## src/rtl/uart_pkg.sv

```systemverilog
// Shared UART types: parity modes, receiver FSM states, baud constants.
package uart_pkg;

  typedef enum logic [1:0] {
    PAR_NONE,
    PAR_ODD,
    PAR_EVEN
  } parity_e;

  typedef enum logic [2:0] {
    RX_IDLE,
    RX_START,
    RX_DATA,
    RX_PARITY,
    RX_STOP,
    RX_WAIT_IDLE
  } rx_state_e;

  // 3.226 MHz sampling clock / 115200 baud
  localparam int BAUD_115200_CLKS = 28;

endpackage

```

## src/rtl/uart_frame_rx_if.sv

```systemverilog
// Consumer-side bus of the UART receiver: FIFO head, handshake and error flags.
interface uart_frame_rx_if #(
  parameter int DATA_BITS  = 8,
  parameter int FIFO_DEPTH = 4
);
  logic [DATA_BITS-1:0]        o_data;
  logic                        o_valid;
  logic                        i_ready;
  logic                        i_clr_err;
  logic                        o_frame_err;
  logic                        o_parity_err;
  logic                        o_overflow;
  logic [$clog2(FIFO_DEPTH):0] o_count;

  modport master (
    output o_data, o_valid, o_frame_err, o_parity_err, o_overflow, o_count,
    input  i_ready, i_clr_err
  );

  modport slave (
    input  o_data, o_valid, o_frame_err, o_parity_err, o_overflow, o_count,
    output i_ready, i_clr_err
  );
endinterface

```

## src/rtl/uart_frame_rx_fifo.sv

```systemverilog
// First-word-fall-through synchronous FIFO; a push into a full FIFO is
// accepted only when a pop happens in the same cycle.
module sync_fifo #(
  parameter int WIDTH = 8,
  parameter int DEPTH = 4
) (
  input  logic                     clk,
  input  logic                     rst_n,
  input  logic                     push,
  input  logic [WIDTH-1:0]         push_data,
  input  logic                     pop,
  output logic [WIDTH-1:0]         pop_data,
  output logic                     full,
  output logic                     empty,
  output logic [$clog2(DEPTH):0]   count
);
  localparam int PW = $clog2(DEPTH);
  localparam int CW = PW + 1;

  logic [DEPTH-1:0][WIDTH-1:0] mem;
  logic [PW-1:0]               wr_ptr, rd_ptr;
  logic                        pop_ok, push_ok;

  assign empty    = (count == '0);
  assign full     = (count == CW'(DEPTH));
  assign pop_ok   = pop && !empty;
  assign push_ok  = push && (!full || pop_ok);
  assign pop_data = mem[rd_ptr];

  // Storage, pointers (wrap naturally, DEPTH is a power of two) and occupancy
  always_ff @(posedge clk or negedge rst_n) begin
    if (!rst_n) begin
      mem    <= '0;
      wr_ptr <= '0;
      rd_ptr <= '0;
      count  <= '0;
    end else begin
      if (push_ok) begin
        mem[wr_ptr] <= push_data;
        wr_ptr      <= wr_ptr + 1'b1;
      end
      if (pop_ok) rd_ptr <= rd_ptr + 1'b1;
      case ({push_ok, pop_ok})
        2'b10:   count <= count + 1'b1;
        2'b01:   count <= count - 1'b1;
        default: count <= count;
      endcase
    end
  end
endmodule

```

## src/rtl/uart_frame_rx.sv

```systemverilog
// UART receive front end: synchroniser, framing FSM with glitch rejection,
// parity/stop checking, and an output FIFO with valid/ready handshake.
module uart_frame_rx
  import uart_pkg::*;
#(
  parameter int      CLKS_PER_BIT = BAUD_115200_CLKS,
  parameter int      DATA_BITS    = 8,
  parameter parity_e PARITY       = PAR_NONE,
  parameter int      STOP_BITS    = 1,
  parameter int      FIFO_DEPTH   = 4
) (
  input  logic            i_clk,
  input  logic            i_rst_n,
  input  logic            i_rx,
  uart_frame_rx_if.master bus
);
  localparam int TW = $clog2(CLKS_PER_BIT);
  localparam int BW = (DATA_BITS > 1) ? $clog2(DATA_BITS) : 1;
  localparam logic [TW-1:0] T_FULL = TW'(CLKS_PER_BIT - 1);
  localparam logic [TW-1:0] T_HALF = TW'(CLKS_PER_BIT / 2 - 1);
  localparam logic [BW-1:0] B_LAST = BW'(DATA_BITS - 1);
  localparam logic          S_LAST = 1'(STOP_BITS - 1);
  localparam logic          ODD_M  = (PARITY == PAR_ODD);

  logic                 rx_m, rx_s;
  rx_state_e            state;
  logic [TW-1:0]        timer;
  logic [BW-1:0]        bit_cnt;
  logic                 stop_cnt;
  logic [DATA_BITS-1:0] shreg;
  logic                 par_err;
  logic                 frame_err, parity_err;
  logic                 tick, push;
  logic                 fifo_full, fifo_empty, drop, overflow;

  // Two-flop synchroniser, preset to the idle-high line level
  always_ff @(posedge i_clk or negedge i_rst_n) begin
    if (!i_rst_n) begin
      rx_m <= 1'b1;
      rx_s <= 1'b1;
    end else begin
      rx_m <= i_rx;
      rx_s <= rx_m;
    end
  end

  assign tick = (timer == T_FULL);

  // Push straight from the final good stop sample so the FIFO captures it on
  // that same edge and o_valid follows one cycle later.
  assign push = (state == RX_STOP) && tick && rx_s && (stop_cnt == S_LAST) && !par_err;

  // Frame FSM: bit timing, shifting, parity/stop checks, registered error pulses
  always_ff @(posedge i_clk or negedge i_rst_n) begin
    if (!i_rst_n) begin
      state      <= RX_IDLE;
      timer      <= '0;
      bit_cnt    <= '0;
      stop_cnt   <= 1'b0;
      shreg      <= '0;
      par_err    <= 1'b0;
      frame_err  <= 1'b0;
      parity_err <= 1'b0;
    end else begin
      frame_err  <= 1'b0;
      parity_err <= 1'b0;
      case (state)
        RX_IDLE: begin
          if (!rx_s) begin
            state    <= RX_START;
            timer    <= '0;
            bit_cnt  <= '0;
            stop_cnt <= 1'b0;
            par_err  <= 1'b0;
          end
        end
        RX_START: begin
          if (timer == T_HALF) begin
            timer <= '0;
            // a line back high at mid start bit was only a glitch
            state <= rx_s ? RX_IDLE : RX_DATA;
          end else begin
            timer <= timer + 1'b1;
          end
        end
        RX_DATA: begin
          if (tick) begin
            timer <= '0;
            shreg <= {rx_s, shreg[DATA_BITS-1:1]};
            if (bit_cnt == B_LAST) begin
              bit_cnt <= '0;
              state   <= (PARITY == PAR_NONE) ? RX_STOP : RX_PARITY;
            end else begin
              bit_cnt <= bit_cnt + 1'b1;
            end
          end else begin
            timer <= timer + 1'b1;
          end
        end
        RX_PARITY: begin
          if (tick) begin
            timer   <= '0;
            par_err <= ((^shreg) ^ rx_s) != ODD_M;
            state   <= RX_STOP;
          end else begin
            timer <= timer + 1'b1;
          end
        end
        RX_STOP: begin
          if (tick) begin
            timer <= '0;
            if (!rx_s) begin
              frame_err <= 1'b1;
              state     <= RX_WAIT_IDLE;
            end else if (stop_cnt == S_LAST) begin
              parity_err <= par_err;
              state      <= RX_IDLE;
            end else begin
              stop_cnt <= stop_cnt + 1'b1;
            end
          end else begin
            timer <= timer + 1'b1;
          end
        end
        RX_WAIT_IDLE: begin
          // need one full bit time of idle-high before hunting for a start
          if (!rx_s) begin
            timer <= '0;
          end else if (tick) begin
            timer <= '0;
            state <= RX_IDLE;
          end else begin
            timer <= timer + 1'b1;
          end
        end
        default: state <= RX_IDLE;
      endcase
    end
  end

  sync_fifo #(
    .WIDTH (DATA_BITS),
    .DEPTH (FIFO_DEPTH)
  ) u_fifo (
    .clk       (i_clk),
    .rst_n     (i_rst_n),
    .push      (push),
    .push_data (shreg),
    .pop       (bus.i_ready),
    .pop_data  (bus.o_data),
    .full      (fifo_full),
    .empty     (fifo_empty),
    .count     (bus.o_count)
  );

  assign drop = push && fifo_full && !(bus.i_ready && !fifo_empty);

  // Sticky overflow; a new drop beats a same-cycle clear
  always_ff @(posedge i_clk or negedge i_rst_n) begin
    if (!i_rst_n)           overflow <= 1'b0;
    else if (drop)          overflow <= 1'b1;
    else if (bus.i_clr_err) overflow <= 1'b0;
  end

  assign bus.o_valid      = !fifo_empty;
  assign bus.o_frame_err  = frame_err;
  assign bus.o_parity_err = parity_err;
  assign bus.o_overflow   = overflow;
endmodule

```

## src/flat_wrapper.sv

```systemverilog
// flat-port wrapper written by rule: the top's interface ports become plain ports
module uart_frame_rx_flat import uart_pkg::*;
#(
  parameter int      CLKS_PER_BIT = BAUD_115200_CLKS,
  parameter int      DATA_BITS    = 8,
  parameter parity_e PARITY       = PAR_NONE,
  parameter int      STOP_BITS    = 1,
  parameter int      FIFO_DEPTH   = 4
)
  (i_clk, i_rst_n, i_rx, bus_o_data, bus_o_valid, bus_o_frame_err, bus_o_parity_err, bus_o_overflow, bus_o_count, bus_i_ready, bus_i_clr_err);
  uart_frame_rx_if #(.DATA_BITS(DATA_BITS), .FIFO_DEPTH(FIFO_DEPTH)) bus_i ();
  input  logic i_clk;
  input  logic i_rst_n;
  input  logic i_rx;
  output wire logic [$bits(bus_i.o_data)-1:0] bus_o_data;
  output wire logic [$bits(bus_i.o_valid)-1:0] bus_o_valid;
  output wire logic [$bits(bus_i.o_frame_err)-1:0] bus_o_frame_err;
  output wire logic [$bits(bus_i.o_parity_err)-1:0] bus_o_parity_err;
  output wire logic [$bits(bus_i.o_overflow)-1:0] bus_o_overflow;
  output wire logic [$bits(bus_i.o_count)-1:0] bus_o_count;
  input wire logic [$bits(bus_i.i_ready)-1:0] bus_i_ready;
  input wire logic [$bits(bus_i.i_clr_err)-1:0] bus_i_clr_err;
  assign bus_o_data = bus_i.o_data;
  assign bus_o_valid = bus_i.o_valid;
  assign bus_o_frame_err = bus_i.o_frame_err;
  assign bus_o_parity_err = bus_i.o_parity_err;
  assign bus_o_overflow = bus_i.o_overflow;
  assign bus_o_count = bus_i.o_count;
  assign bus_i.i_ready = bus_i_ready;
  assign bus_i.i_clr_err = bus_i_clr_err;
  uart_frame_rx #(.CLKS_PER_BIT(CLKS_PER_BIT), .DATA_BITS(DATA_BITS), .PARITY(PARITY), .STOP_BITS(STOP_BITS), .FIFO_DEPTH(FIFO_DEPTH)) u_core (.i_clk(i_clk), .i_rst_n(i_rst_n), .i_rx(i_rx), .bus(bus_i));
endmodule
```

## config.mk

```make
export PLATFORM = sky130hd
export DESIGN_NAME = uart_frame_rx_flat
export DESIGN_NICKNAME = d
export VERILOG_FILES = /design/src/rtl/uart_pkg.sv /design/src/rtl/uart_frame_rx_if.sv /design/src/rtl/uart_frame_rx_fifo.sv /design/src/rtl/uart_frame_rx.sv /design/src/flat_wrapper.sv
export SDC_FILE = /design/constraint.sdc
export NUM_CORES = 1
export LEC_CHECK = 0
export CAP_MARGIN = 20
export CELL_PAD_IN_SITES_DETAIL_PLACEMENT = 0
export CELL_PAD_IN_SITES_GLOBAL_PLACEMENT = 1
export CORE_MARGIN = 1
export CORE_UTILIZATION = 31
export CTS_CLUSTER_DIAMETER = 120
export DETAILED_ROUTE_END_ITERATION = 10
export PLACE_DENSITY_LB_ADDON = 0.08
export SLEW_MARGIN = 10
export SYNTH_ARGS = -nofsm -noshare
export SYNTH_HDL_FRONTEND = slang
export SYNTH_SLANG_ARGS = --single-unit
```

## constraint.sdc

```tcl
create_clock -name i_clk -period 2.31 [get_ports i_clk]
set_input_delay 0.231 -clock i_clk [delete_from_list [all_inputs] [get_ports i_clk]]
set_output_delay 0.231 -clock i_clk [all_outputs]
set_load 0.01 [all_outputs]
```

Word-level counts from Yosys, hierarchy flattened
Index checks and enable logic that the tools add are counted.
{"block": "totals", "reg_bits": 65, "wordCells": 124, "in_bits": 5}
{"block": "op_classes", "muxes": 43, "order_cmp": 3, "n_addsub": 7, "n_reduce_logical": 30, "n_eq_ne": 21, "n_bitwise": 2}
{"op": "$mux W3", "count": 13}
{"op": "$bwmux W32", "count": 1}
{"op": "$mux W5", "count": 4}
{"op": "$pmux W5 S4", "count": 1}
{"op": "$pmux W3 S6", "count": 1}
{"op": "$bmux W8 S2", "count": 1}
{"op": "$demux W8 S2", "count": 1}
{"op": "$mux W8", "count": 2}
{"op": "$ne A2 B1 Y1 const B", "count": 8}
{"op": "$mux W1", "count": 14}
{"op": "$eq A3 B3 Y1 const B", "count": 4}
{"op": "$pmux W3 S2", "count": 2}
{"op": "$reduce_bool A2 Y1", "count": 5}
{"op": "$logic_and A1 B1 Y1", "count": 9}
{"op": "$reduce_and A9 Y1", "count": 1}
{"op": "$reduce_xor A8 Y1", "count": 1}
{"op": "$add A3 B1 Y3 const B", "count": 2}
{"op": "$eq A3 B2 Y1 const B", "count": 2}
{"op": "$logic_not A3 Y1", "count": 2}
{"op": "$lt A2 B3 Y1 const B", "count": 2}
{"op": "$reduce_and A3 Y1", "count": 2}
{"op": "$add A5 B1 Y5 const B", "count": 1}
{"op": "$eq A5 B4 Y1 const B", "count": 1}
{"op": "$eq A5 B5 Y1 const B", "count": 1}
{"op": "19 further kinds", "count": 25}

Longest topological paths before layout
{"block": "logic_depth", "ltp_word": 8, "mapped_depth": 10}

Modules after synthesis
Synthesis repeated with hierarchy kept, for this count alone.
{"block": "unflattened", "hier_cells": 234, "hier_area_um2": 3129.3}
{"mod": "sync_fifo", "cells_per_inst": 115, "area_each_um2": 1801.7, "n_inst": 1, "seq_area_each_um2": 975.9}
{"mod": "uart_frame_rx", "cells_per_inst": 119, "area_each_um2": 1327.5, "n_inst": 1, "seq_area_each_um2": 628.1}

Least setup slack after synthesis
OpenSTA, ideal clock, no wires.
{"block": "synth_path", "kind": "register -> register", "startpoint": "reg u_core.u_fifo.count[0]", "endpoint": "reg u_core.u_fifo.count[2]", "n_path_buf": 0, "setup_time_ns": 0.079, "arrival_ns": 2.036, "slack_ns": 0.195, "t_required_ns": 2.231, "period_less_slack_ns": 2.115, "stages_incl_launch_ff": 9, "cell_sequence": "dfrtp_1 or4b_4 nand3_1 ha_1 inv_1 fa_1 xor2_1 nor2_1 xor2_1"}
{"block": "synth_between", "elab_chain_len": 7, "word_cells_on_any_way": 13}
{"element": "start: declaration", "line": "uart_frame_rx_fifo.sv:15", "source": "output logic [$clog2(DEPTH):0] count"}
{"element": "start signal: assignment", "line": "uart_frame_rx_fifo.sv:44", "source": "2'b10: count <= count + 1'b1;"}
{"element": "start signal: assignment", "line": "uart_frame_rx_fifo.sv:45", "source": "2'b01: count <= count - 1'b1;"}
{"element": "start signal: assignment", "line": "uart_frame_rx_fifo.sv:46", "source": "default: count <= count;"}
{"element": "$logic_not A3 Y1", "line": "uart_frame_rx_fifo.sv:24", "source": "assign empty = (count == '0);"}
{"element": "$logic_not A1 Y1", "line": "uart_frame_rx_fifo.sv:26", "source": "assign pop_ok = pop && !empty;"}
{"element": "$logic_and A1 B1 Y1", "line": "uart_frame_rx_fifo.sv:26"}
{"element": "$logic_or A1 B1 Y1", "line": "uart_frame_rx_fifo.sv:27", "source": "assign push_ok = push && (!full || pop_ok);"}
{"element": "$logic_and A1 B1 Y1", "line": "uart_frame_rx_fifo.sv:27"}
{"element": "$eq A2 B1 Y1 / $eq A2 B2 Y1 (equally long branches)", "line": "uart_frame_rx_fifo.sv:43", "source": "case ({push_ok, pop_ok})"}
{"element": "$pmux W3 S2 / $reduce_bool A2 Y1 (equally long branches)"}
Parallel ways exist; a longest one is shown, timed or not.
A chain may end at the register's enable or synchronous reset.

Final worst setup path
{"block": "layout_path", "startpoint": "reg u_core.u_fifo.rd_ptr[0]", "endpoint": "out bus_o_data[1]"}
{"block": "layout_between", "elab_chain_len": 2}
{"element": "start: declaration", "line": "uart_frame_rx_fifo.sv:21", "source": "logic [PW-1:0] wr_ptr, rd_ptr;"}
{"element": "start signal: assignment", "line": "uart_frame_rx_fifo.sv:42", "source": "if (pop_ok) rd_ptr <= rd_ptr + 1'b1;"}
{"element": "$bmux W8 S2", "line": "uart_frame_rx_fifo.sv:28", "source": "assign pop_data = mem[rd_ptr];"}
{"element": "$mux W8 (not written as such)", "line": "uart_frame_rx_fifo.sv:28"}
{"element": "end: declaration", "line": "flat_wrapper.sv:15", "source": "output wire logic [$bits(bus_i.o_data)-1:0] bus_o_data;"}
Every way passes these cells. The select of a mux whose other input is x is not followed.

==> metrics.cfg <==
[synthesis]
synth_edf_count = 0
synth_top_family_by_area = multiplexers
synth_cell_types = 51
synthesis.area_um2 = 3310
synth_xor_area_share_pct = 3.85
syn_nets = 252
seq_area_frac_synth_pct = 48.5
yosys.area_share.simple_pct = 11.2
synth_mux_area_share_pct = 23.3
postSynthAreaPerCell_um2 = 14.0
ys.flop_type = dfrtp_1
ys_warn_count = 0
synth_compound_area_share_pct = 6.46
synthCells = 237
synthArstFlopShare_pct = 100
ys_seq_elements = 64
synthAdderAreaFrac_pct = 4.01

[cts]
cts_root_buffer = clkbuf_8
cts_max_level = 3
path_clk_slew_ns = 0.07
cts_buffers = 9
cts_tree = yes
clk_latency_ns = 0.34
ctsLongestPathBuffers = 2
clock-sinks = 64

[drt]
viasPerCell = 4.68
wl_per_cell_um = 15.7
vias = 1927
drc = 0
antenna_left = 0
dr.pass1.iters = 4
initialDrtViolationCount = 50
wirelength_mm = 6.47

[power]
p_leak_nw = 1.89
pwr_density_cell_nw_per_um2 = 830
irDropWorstVdd_mv = 0.435

[worst_setup_path]
r2r_slack_ns = 0.17
arrival_ns = 1.93
critPathSlowestCell = mux4_2
cp_max_fo = 10
start_kind = flip-flop
max_stage_delay_ns = 0.53
critPathBufInv = 2
path_depth = 3
r2r_cells = 8
cp.required_ns = 2.08
crit_family = buffers and inverters
path_cells = buf_4, mux4_2, clkdlybuf4s50_1
crit_path_end_kind = primary output
r2r_start = u_core.u_fifo.count[0]
criticalPathCategory = reg -> out
reg2reg_to = u_core.u_fifo.count[2]

[timing]
fin_worst_skew_ns = 0.0116
slew_headroom_pct = 66.2
setup_ws_ns = 0.153
finalSetupViolations = 0
fmax_mhz = 464
setup_tns_ns = 0
min_period_over_period_pct = 93.4
hold_violations = 0
max_slew.worst_pin.slew_ns = 0.507
finalCriticalPeriod_ns = 2.16
rsz0062_at_grt = no
slew_viol_final = 0

[floorplanning]
row_count = 37
ioPinCount = 20
coreArea_um2 = 10300
die-area_um2 = 11100
start_util_pct = 32.1
die_h_um = 105
die_w_um = 105

[status]
status = finished, final reports clean

[grt]
grtUsageTotal_pct = 13.1
grt_first_pass_wirelength_mm = 11.0
antenna_found_initial = 0
grt_pass1_vias = 2072
gr-total-overflow = 0
grt_max_degree = 33

[layout]
layout-drive-gt1-share_pct = 32.6
layout.nets = 286
final_area_um2 = 3940
areaGrowthSynthToFinish_pct = 19.1
fin_cells = 412
utilization_pct = 38.2
diodes = 0

[hold_path]
holdPathStages = 1
min_path_type = in -> reg
worstHoldEndpoint = u_core.rx_m
min_from = i_rx

[place]
gp_congestion = 0.710
dpl.cell_count = 395
dp_slack_ns = -0.00163
post_dp_cell_area_um2 = 3720
io_buffers = 19
detailed_place_hpwl_mm = 4.35

[job]
maxCapViolations = 0

[cell families (layout without fill, tap and decap cells)]
logic type,Yosys count,after routing
muxes,50,50
and+or+nand+nor,52,52
xor gates and xnor gates,13,13
buffers and inverters,19,58
DFF,64,64
adders and majority gates,10,10
AOI/OAI and AO/OA,29,29
[metal layers]
metal | global-route usage, % | wire length [um] | share of wire [%] | vias up
met3 | 4.02 | 201 | 3.1 | 11
met5 | 0 | 0 | 0 | -
met1 | 16.4 | 3080 | 48 | 969
li1 | - | - | - | 922
met4 | 5.73 | 104 | 1.6 | 0
met2 | 20.9 | 3090 | 48 | 25
[cell usage after synthesis (2+ instances only)]
master / number / area [um^2]
nor2b_1: 5 / 31.3
xor2_1: 4 / 35.0
nand2_8: 4 / 80.1
a221o_1: 2 / 20.0
xnor2_1: 8 / 70.1
mux2_2: 9 / 101
mux4_2: 8 / 180
o21bai_1: 2 / 15.0
nand2b_1: 3 / 18.8
nor2_1: 7 / 26.3
nand3_1: 6 / 30.0
nor3b_1: 2 / 15.0
buf_1: 2 / 7.51
mux2_4: 32 / 480
clkbuf_1: 4 / 15.0
ha_1: 9 / 113
o22ai_1: 2 / 12.5
a21oi_1: 3 / 15.0
dfrtp_1: 62 / 1550
nor3_1: 3 / 15.0
nand2_1: 10 / 37.5
inv_1: 10 / 37.5
a22o_1: 8 / 70.1
o21ai_0: 4 / 20.0
dfstp_2: 2 / 52.6
[where the power goes]
group	switching, W	internal, W	leakage (nW)	total [W]
registers	0.000127	0.00122	0.859	0.00135
clock network	0.000458	0.000609	0.104	0.00107
logic	0.000449	0.000411	0.930	0.000860
total	0.00103	0.00224	1.89	0.00327
[sequential cells by signal, summed over array words and instances (netlist names), 2 cells and up]
signal,flops
u_core.u_fifo.mem,32
u_core.shreg,8
u_core.timer,5
u_core.bit_cnt,3
u_core.state,3
u_core.u_fifo.count,3
u_core.u_fifo.rd_ptr,2
u_core.u_fifo.wr_ptr,2
[worst max-delay path by stage]
stage | slack (ns) | start | end
after floorplan | 0.19 | u_core.u_fifo.count[0] | u_core.u_fifo.count[2]
after global placement | 0.02 | bus_i_ready | u_core.u_fifo.count[2]
after detailed placement | -0.002 | bus_i_ready | u_core.u_fifo.count[2]
after CTS | 0.09 | u_core.u_fifo.rd_ptr[0] | bus_o_data[1]
after global routing | 0.005 | u_core.u_fifo.count[0] | u_core.u_fifo.count[2]
final | 0.15 | u_core.u_fifo.rd_ptr[0] | bus_o_data[1]
[cells in the final DEF, fill, tap and decap left out, types with 2 or more instances in the layout]
cell type        count
mux2_4              32
xnor2_1              8
mux4_2               8
o21ai_0              4
clkbuf_1             2
nand2_8              4
a221o_1              2
o21bai_1             2
bufinv_16            2
dfrtp_1             61
a22o_1               8
clkbuf_8             9
clkdlybuf4s50_1     18
nor2b_1              5
mux2_2               9
ha_1                 8
nor2_1               7
xor2_1               4
o22ai_1              2
buf_4               11
a21oi_1              3
nand3_1              6
dfstp_2              2
nor3_1               3
nand2b_1             3
nand2_1             10
nor3b_1              2
inv_1               10
[final cells by class]
| type | count | area, um^2 |
|---|---|---|
| Fill cell | 994 | 6380 |
| Multi-Input combinational cell | 154 | 1620 |
| Tap cell | 136 | 170 |
| Clock buffer | 11 | 131 |
| Sequential cell | 64 | 1610 |
| Inverter | 10 | 37.5 |
| Timing Repair Buffer | 32 | 298 |
| Clock inverter | 5 | 81.3 |
[through the flow]
stage	total power, W	hold WS [ns]
after floorplan	0.00192	-0.0646
after global placement	0.00225	0.159
after detailed placement	0.00224	0.158
after CTS	0.00334	0.276
after global routing	0.00348	0.297
final	0.00327	0.303
[what timing repair did]
item / CTS / global route
setup buffers: 0 / 0
resized for setup: 0 / 2
endpoints found under the hold margin: 12 / 0
setup endpoints to repair: 0 / 1
hold buffers: 1 / 0
No activity file was read; power rests on OpenSTA's default activity.
